### config.mk
export PLATFORM = sky130hd
export DESIGN_NAME = dac_spi_arbiter
export DESIGN_NICKNAME = d
export VERILOG_FILES = /design/src/rtl/dac_spi_arbiter.sv
export SDC_FILE = /design/constraint.sdc
export NUM_CORES = 1
export LEC_CHECK = 0
export BUFFER_PORTS_ARGS = -buffer_cell sky130_fd_sc_hd__buf_2
export CORE_ASPECT_RATIO = 2
export CORE_UTILIZATION = 47
export DETAILED_ROUTE_END_ITERATION = 6
export GPL_ROUTABILITY_DRIVEN = 0
export PLACE_DENSITY = 0.87
export SYNTH_ARGS = -nofsm -noshare
export SYNTH_HDL_FRONTEND = slang
export SYNTH_SLANG_ARGS = --single-unit
### constraint.sdc
create_clock -name clk -period 1.7 [get_ports clk]
set_input_delay 0.34 -clock clk [delete_from_list [all_inputs] [get_ports clk]]
set_output_delay 0.34 -clock clk [all_outputs]
set_load 0.02 [all_outputs]
### src/rtl/dac_spi_arbiter.sv
// dac_spi_arbiter: round-robin arbiter between two word sources feeding the
// serial DAC link. One 24-bit frame (8 control + 16 data bits, MSB first) is
// shifted per grant, followed by a minimum DAC_SYNC high gap.
module dac_spi_arbiter #(
    parameter int CLKDIV     = 4,
    parameter int GAP_CYCLES = 2
) (
    input  logic        clk,
    input  logic        reset_n,
    input  logic        req_a,
    input  logic [23:0] data_a,
    output logic        ack_a,
    input  logic        req_b,
    input  logic [23:0] data_b,
    output logic        ack_b,
    output logic        busy,
    output logic        done,
    output logic        done_id,
    output logic        dac_sync,
    output logic        dac_sclk,
    output logic        dac_din
);

    localparam int DW = (CLKDIV > 1) ? $clog2(CLKDIV) : 1;
    localparam int GW = (GAP_CYCLES > 1) ? $clog2(GAP_CYCLES) : 1;

    typedef enum logic [1:0] {IDLE, SHIFT, GAP} state_t;

    state_t          state, state_n;
    logic            last_b, last_b_n;
    logic [23:0]     shreg, shreg_n;
    logic [4:0]      bit_cnt, bit_cnt_n;
    logic [DW-1:0]   div_cnt, div_cnt_n;
    logic [GW-1:0]   gap_cnt, gap_cnt_n;
    logic            ack_a_n, ack_b_n, busy_n, done_n, done_id_n;
    logic            sync_n, sclk_n;
    logic            grant_b;

    // The MSB of the shift register drives the pin directly; it is a flop
    // output and is cleared whenever the link is idle.
    assign dac_din = shreg[23];

    // State and output registers; reset puts the link pins in their idle levels.
    always_ff @(posedge clk or negedge reset_n) begin
        if (!reset_n) begin
            state    <= IDLE;
            last_b   <= 1'b1;
            shreg    <= '0;
            bit_cnt  <= '0;
            div_cnt  <= '0;
            gap_cnt  <= '0;
            ack_a    <= 1'b0;
            ack_b    <= 1'b0;
            busy     <= 1'b0;
            done     <= 1'b0;
            done_id  <= 1'b0;
            dac_sync <= 1'b1;
            dac_sclk <= 1'b1;
        end else begin
            state    <= state_n;
            last_b   <= last_b_n;
            shreg    <= shreg_n;
            bit_cnt  <= bit_cnt_n;
            div_cnt  <= div_cnt_n;
            gap_cnt  <= gap_cnt_n;
            ack_a    <= ack_a_n;
            ack_b    <= ack_b_n;
            busy     <= busy_n;
            done     <= done_n;
            done_id  <= done_id_n;
            dac_sync <= sync_n;
            dac_sclk <= sclk_n;
        end
    end

    // Next-state logic: grant in IDLE, half-period divider and bit sequencing
    // in SHIFT, fixed high time in GAP.
    always_comb begin
        state_n   = state;
        last_b_n  = last_b;
        shreg_n   = shreg;
        bit_cnt_n = bit_cnt;
        div_cnt_n = div_cnt;
        gap_cnt_n = gap_cnt;
        ack_a_n   = 1'b0;
        ack_b_n   = 1'b0;
        busy_n    = busy;
        done_n    = 1'b0;
        done_id_n = done_id;
        sync_n    = dac_sync;
        sclk_n    = dac_sclk;
        grant_b   = 1'b0;

        case (state)
            IDLE: begin
                // B wins when it is the only requester, or on a tie when A was granted last.
                grant_b = req_b && (!req_a || !last_b);
                if (req_a || req_b) begin
                    last_b_n  = grant_b;
                    shreg_n   = grant_b ? data_b : data_a;
                    ack_a_n   = !grant_b;
                    ack_b_n   = grant_b;
                    sync_n    = 1'b0;
                    sclk_n    = 1'b1;
                    busy_n    = 1'b1;
                    bit_cnt_n = '0;
                    div_cnt_n = '0;
                    state_n   = SHIFT;
                end
            end
            SHIFT: begin
                if (div_cnt == DW'(CLKDIV - 1)) begin
                    div_cnt_n = '0;
                    if (dac_sclk) begin
                        sclk_n = 1'b0;
                    end else if (bit_cnt == 5'd23) begin
                        // Last low half-period finished: close the frame.
                        sclk_n    = 1'b1;
                        sync_n    = 1'b1;
                        shreg_n   = '0;
                        done_n    = 1'b1;
                        done_id_n = last_b;
                        gap_cnt_n = '0;
                        state_n   = GAP;
                    end else begin
                        sclk_n    = 1'b1;
                        bit_cnt_n = bit_cnt + 5'd1;
                        shreg_n   = {shreg[22:0], 1'b0};
                    end
                end else begin
                    div_cnt_n = div_cnt + 1'b1;
                end
            end
            GAP: begin
                if (gap_cnt == GW'(GAP_CYCLES - 1)) begin
                    busy_n  = 1'b0;
                    state_n = IDLE;
                end else begin
                    gap_cnt_n = gap_cnt + 1'b1;
                end
            end
            default: state_n = IDLE;
        endcase
    end

endmodule

==> results.cfg <==
[worst_setup_path]
path_delay_family = simple AND/OR/NAND/NOR gates
crit_path_top_delay_cell = dfrtp_1
end_kind = register
cp-start-kind = register
cp.required_ns = 1.88
cp.arrival_ns = 1.81
cp.depth = 5
path_buf_inv = 0
path_cells = ha_4 > nand4b_4 > or3b_4 > nor2_4 > mux2_4
critical_path_class = register to register
max_stage_delay_ns = 0.43
ff2ff_path_depth = 5
critPathMaxFanout = 4

[die]
die_area_sq_um = 4950
pin_count = 60
die_h_um = 98.5
core_sq_um = 4420
die_w_um = 50.3
rows = 34
start_util_pct = 49.5

[finish]
syn2layout_area_growth_pct = 25.1
final_area_sq_um = 2740
nNetsFinal = 361
drive_above_1_share_pct = 32.5
final_common_cell = buf_2
diodes = 0
final_cell_mix = buf_2 (59), a31oi_1 (47), dfrtp_1 (39)

[grt]
grtUsageTotal_pct = 22.4
use_met3_pct = 4.78
grt_max_degree = 48
grt_pass1_vias = 1911
grt-ovfl-total = 0
grt_antenna_before_repair = 0
grt-busiest-layer = met2
grt_util_met1_pct = 25.1
grt_use_met2_pct = 39.3
grt_pass1_wl_mm = 8.36

[sta]
finalSetupTns_ns = 0
finalHoldViolCount = 0
fin_crit_ns = 1.62
final-setup-viol-count = 0
fmax_mhz = 615
worst_pin_slew_ns = 0.518
maxSlewViolCount = 0
min_period_over_period_pct = 95.6
max_slew_margin_pct = 65.5
rsz0062_at_grt = no
worst_clock_skew_ns = 0.00565

[clocking]
cts_hold_buf = 0
cts-root-buf = clkbuf_8
clock_path_buffers = 2
clk_pin_slew_ns = 0.08
cts_tree = built
insertion_delay_ns = 0.29
ctsHtreeMaxLevel = 2
cts_sinks = 42
cts_buffers = 5

[logic_synthesis]
ys_seq_area_share_pct = 48.2
syn-num-nets = 296
yosys_warnings = 0
synth.distinct_cells = 39
netlist_area_sq_um = 2190
synth.avg_cell_area_sq_um = 9.05
ys_seq_elements = 42
synthCells = 242

[hold_path]
min_path_type = primary input to async pin

[placement]
dp_hpwl_mm = 3.75
place_area_sq_um = 2610
io_buffer_count = 59

[status]
status = completed

[power]
p_leak_nw = 1.38
power_density_nw_per_um2 = 1310
vdd_drop_max_mv = 0.950

[drt]
routedWlPerCell_um = 14.3
drt_iter0_markers = 61
avgViaCountPerCell = 5.65
drcViolationCount = 0
ant_nets = 0
routed_wl_mm = 5.17
num_vias = 2047
drt_pass1_iterations = 4

[run]
cap_viol_max_count = 0
[layer usage]
| layer | vias to the layer above | share of wire (%) |
|---|---|---|
| li1 | 1007 | - |
| met3 | 9 | 3.1 |
| met2 | 46 | 56 |
| met4 | 0 | 2.0 |
| met5 | - | 0 |
| met1 | 985 | 39 |
[path summary, 6_finish.rpt]
path                                         from                endpoint  slack [ns]
hold / removal                            reset_n   shreg[18]$_DFFE_PN0P_         0.1
min in group clk                            req_a      last_b$_DFFE_PN1P_        0.26
hold reg to reg            div_cnt[0]$_DFFE_PN0P_  div_cnt[0]$_DFFE_PN0P_        0.51
setup / recovery           bit_cnt[0]$_DFFE_PN0P_     done_id$_DFFE_PN0P_        0.08
setup reg to reg           bit_cnt[0]$_DFFE_PN0P_     done_id$_DFFE_PN0P_        0.08
max in group asynchronous                 reset_n    dac_sync$_DFFE_PN1P_        1.23
[per-stage QoR]
| stage | instances | utilization [%] | setup slack (ns) | total power (W) | hold slack, ns |
|---|---|---|---|---|---|
| after floorplan | 242 | - | 0.0000718 | 0.00247 | 0.0444 |
| after global placement | 351 | 58.9 | 0.0371 | 0.00282 | 0.431 |
| after detailed placement | 351 | 58.9 | 0.0103 | 0.00289 | 0.432 |
| after CTS | 360 | 61.4 | 0.00420 | 0.00358 | 0.115 |
| after global routing | 362 | 61.9 | 0.00334 | 0.00386 | 0.132 |
| final | 362 | 61.9 | 0.0752 | 0.00359 | 0.0976 |
[flip-flops by register name, indices dropped and copies added (netlist names)]
register	count
dac_sync	1
busy	1
bit_cnt	5
dac_sclk	1
div_cnt	2
last_b	1
gap_cnt	1
shreg	24
done_id	1
state	2
done	1
ack_a	1
ack_b	1
[logic make-up (layout without fill, tap and decap cells)]
family	after synthesis	after routing	share of synthesized area (%)
and+or+nand+nor	102	102	23.5
adders and majority gates	2	2	1.14
muxes	2	2	0.971
buffers and inverters	24	90	5.49
AOI/OAI and AO/OA	70	70	20.7
DFF	42	42	48.2
[power by group]
group	internal, W	leakage (nW)	switching [W]	total [W]
clock network	0.000328	0.0482	0.000326	0.000654
logic	0.000585	0.859	0.000718	0.00130
registers	0.00138	0.470	0.000258	0.00164
total	0.00229	1.38	0.00130	0.00359
[Yosys cell counts, drive strengths merged]
| cell type | count | share of area [%] |
|---|---|---|
| a31oi | 47 | 13 |
| dfrtp | 39 | 45 |
| nand2 | 35 | 6.0 |
| nor2 | 28 | 5.5 |
| and3 | 23 | 6.6 |
| buf | 12 | 3.4 |
| clkbuf | 8 | 1.4 |
| o21ai | 7 | 1.6 |
| nand3 | 5 | 1.1 |
| a21oi | 4 | 0.91 |
| inv | 4 | 0.69 |
| dfstp | 3 | 3.6 |
| a22oi | 2 | 1.3 |
| and2 | 2 | 0.57 |
| ha | 2 | 1.1 |
| o22ai | 2 | 0.57 |
| o31ai | 2 | 0.69 |
| a21boi | 1 | 0.34 |
| a21o | 1 | 0.34 |
| and2b | 1 | 0.34 |
| and4bb | 1 | 0.74 |
| mux2 | 1 | 0.51 |
| mux2i | 1 | 0.46 |
| nand2b | 1 | 0.29 |
| nand3b | 1 | 0.34 |
| nand4b | 1 | 0.69 |
| nor3 | 1 | 0.23 |
| o211ai | 1 | 0.34 |
| o21a | 1 | 0.34 |
| o21ba | 1 | 0.46 |
| o21bai | 1 | 0.34 |
| or2 | 1 | 0.29 |
| or3b | 1 | 0.51 |
| or4 | 1 | 0.34 |
[repair_timing]
action	in CTS	in global routing
gates resized for setup	1	3
setup endpoints to repair	1	9
pin swaps	0	3
buffers inserted	1	2
[layout make-up]
class | count | area [sq um]
clock buffer | 7 | 86.3
timing repair buffer | 78 | 463
clock inverter | 1 | 5.00
inverter | 4 | 15.0
sequential | 42 | 1050
multi-input combinational | 176 | 1050
tap | 54 | 67.6
fill | 392 | 1680
Note: power is estimated with default switching activity, not from simulation.
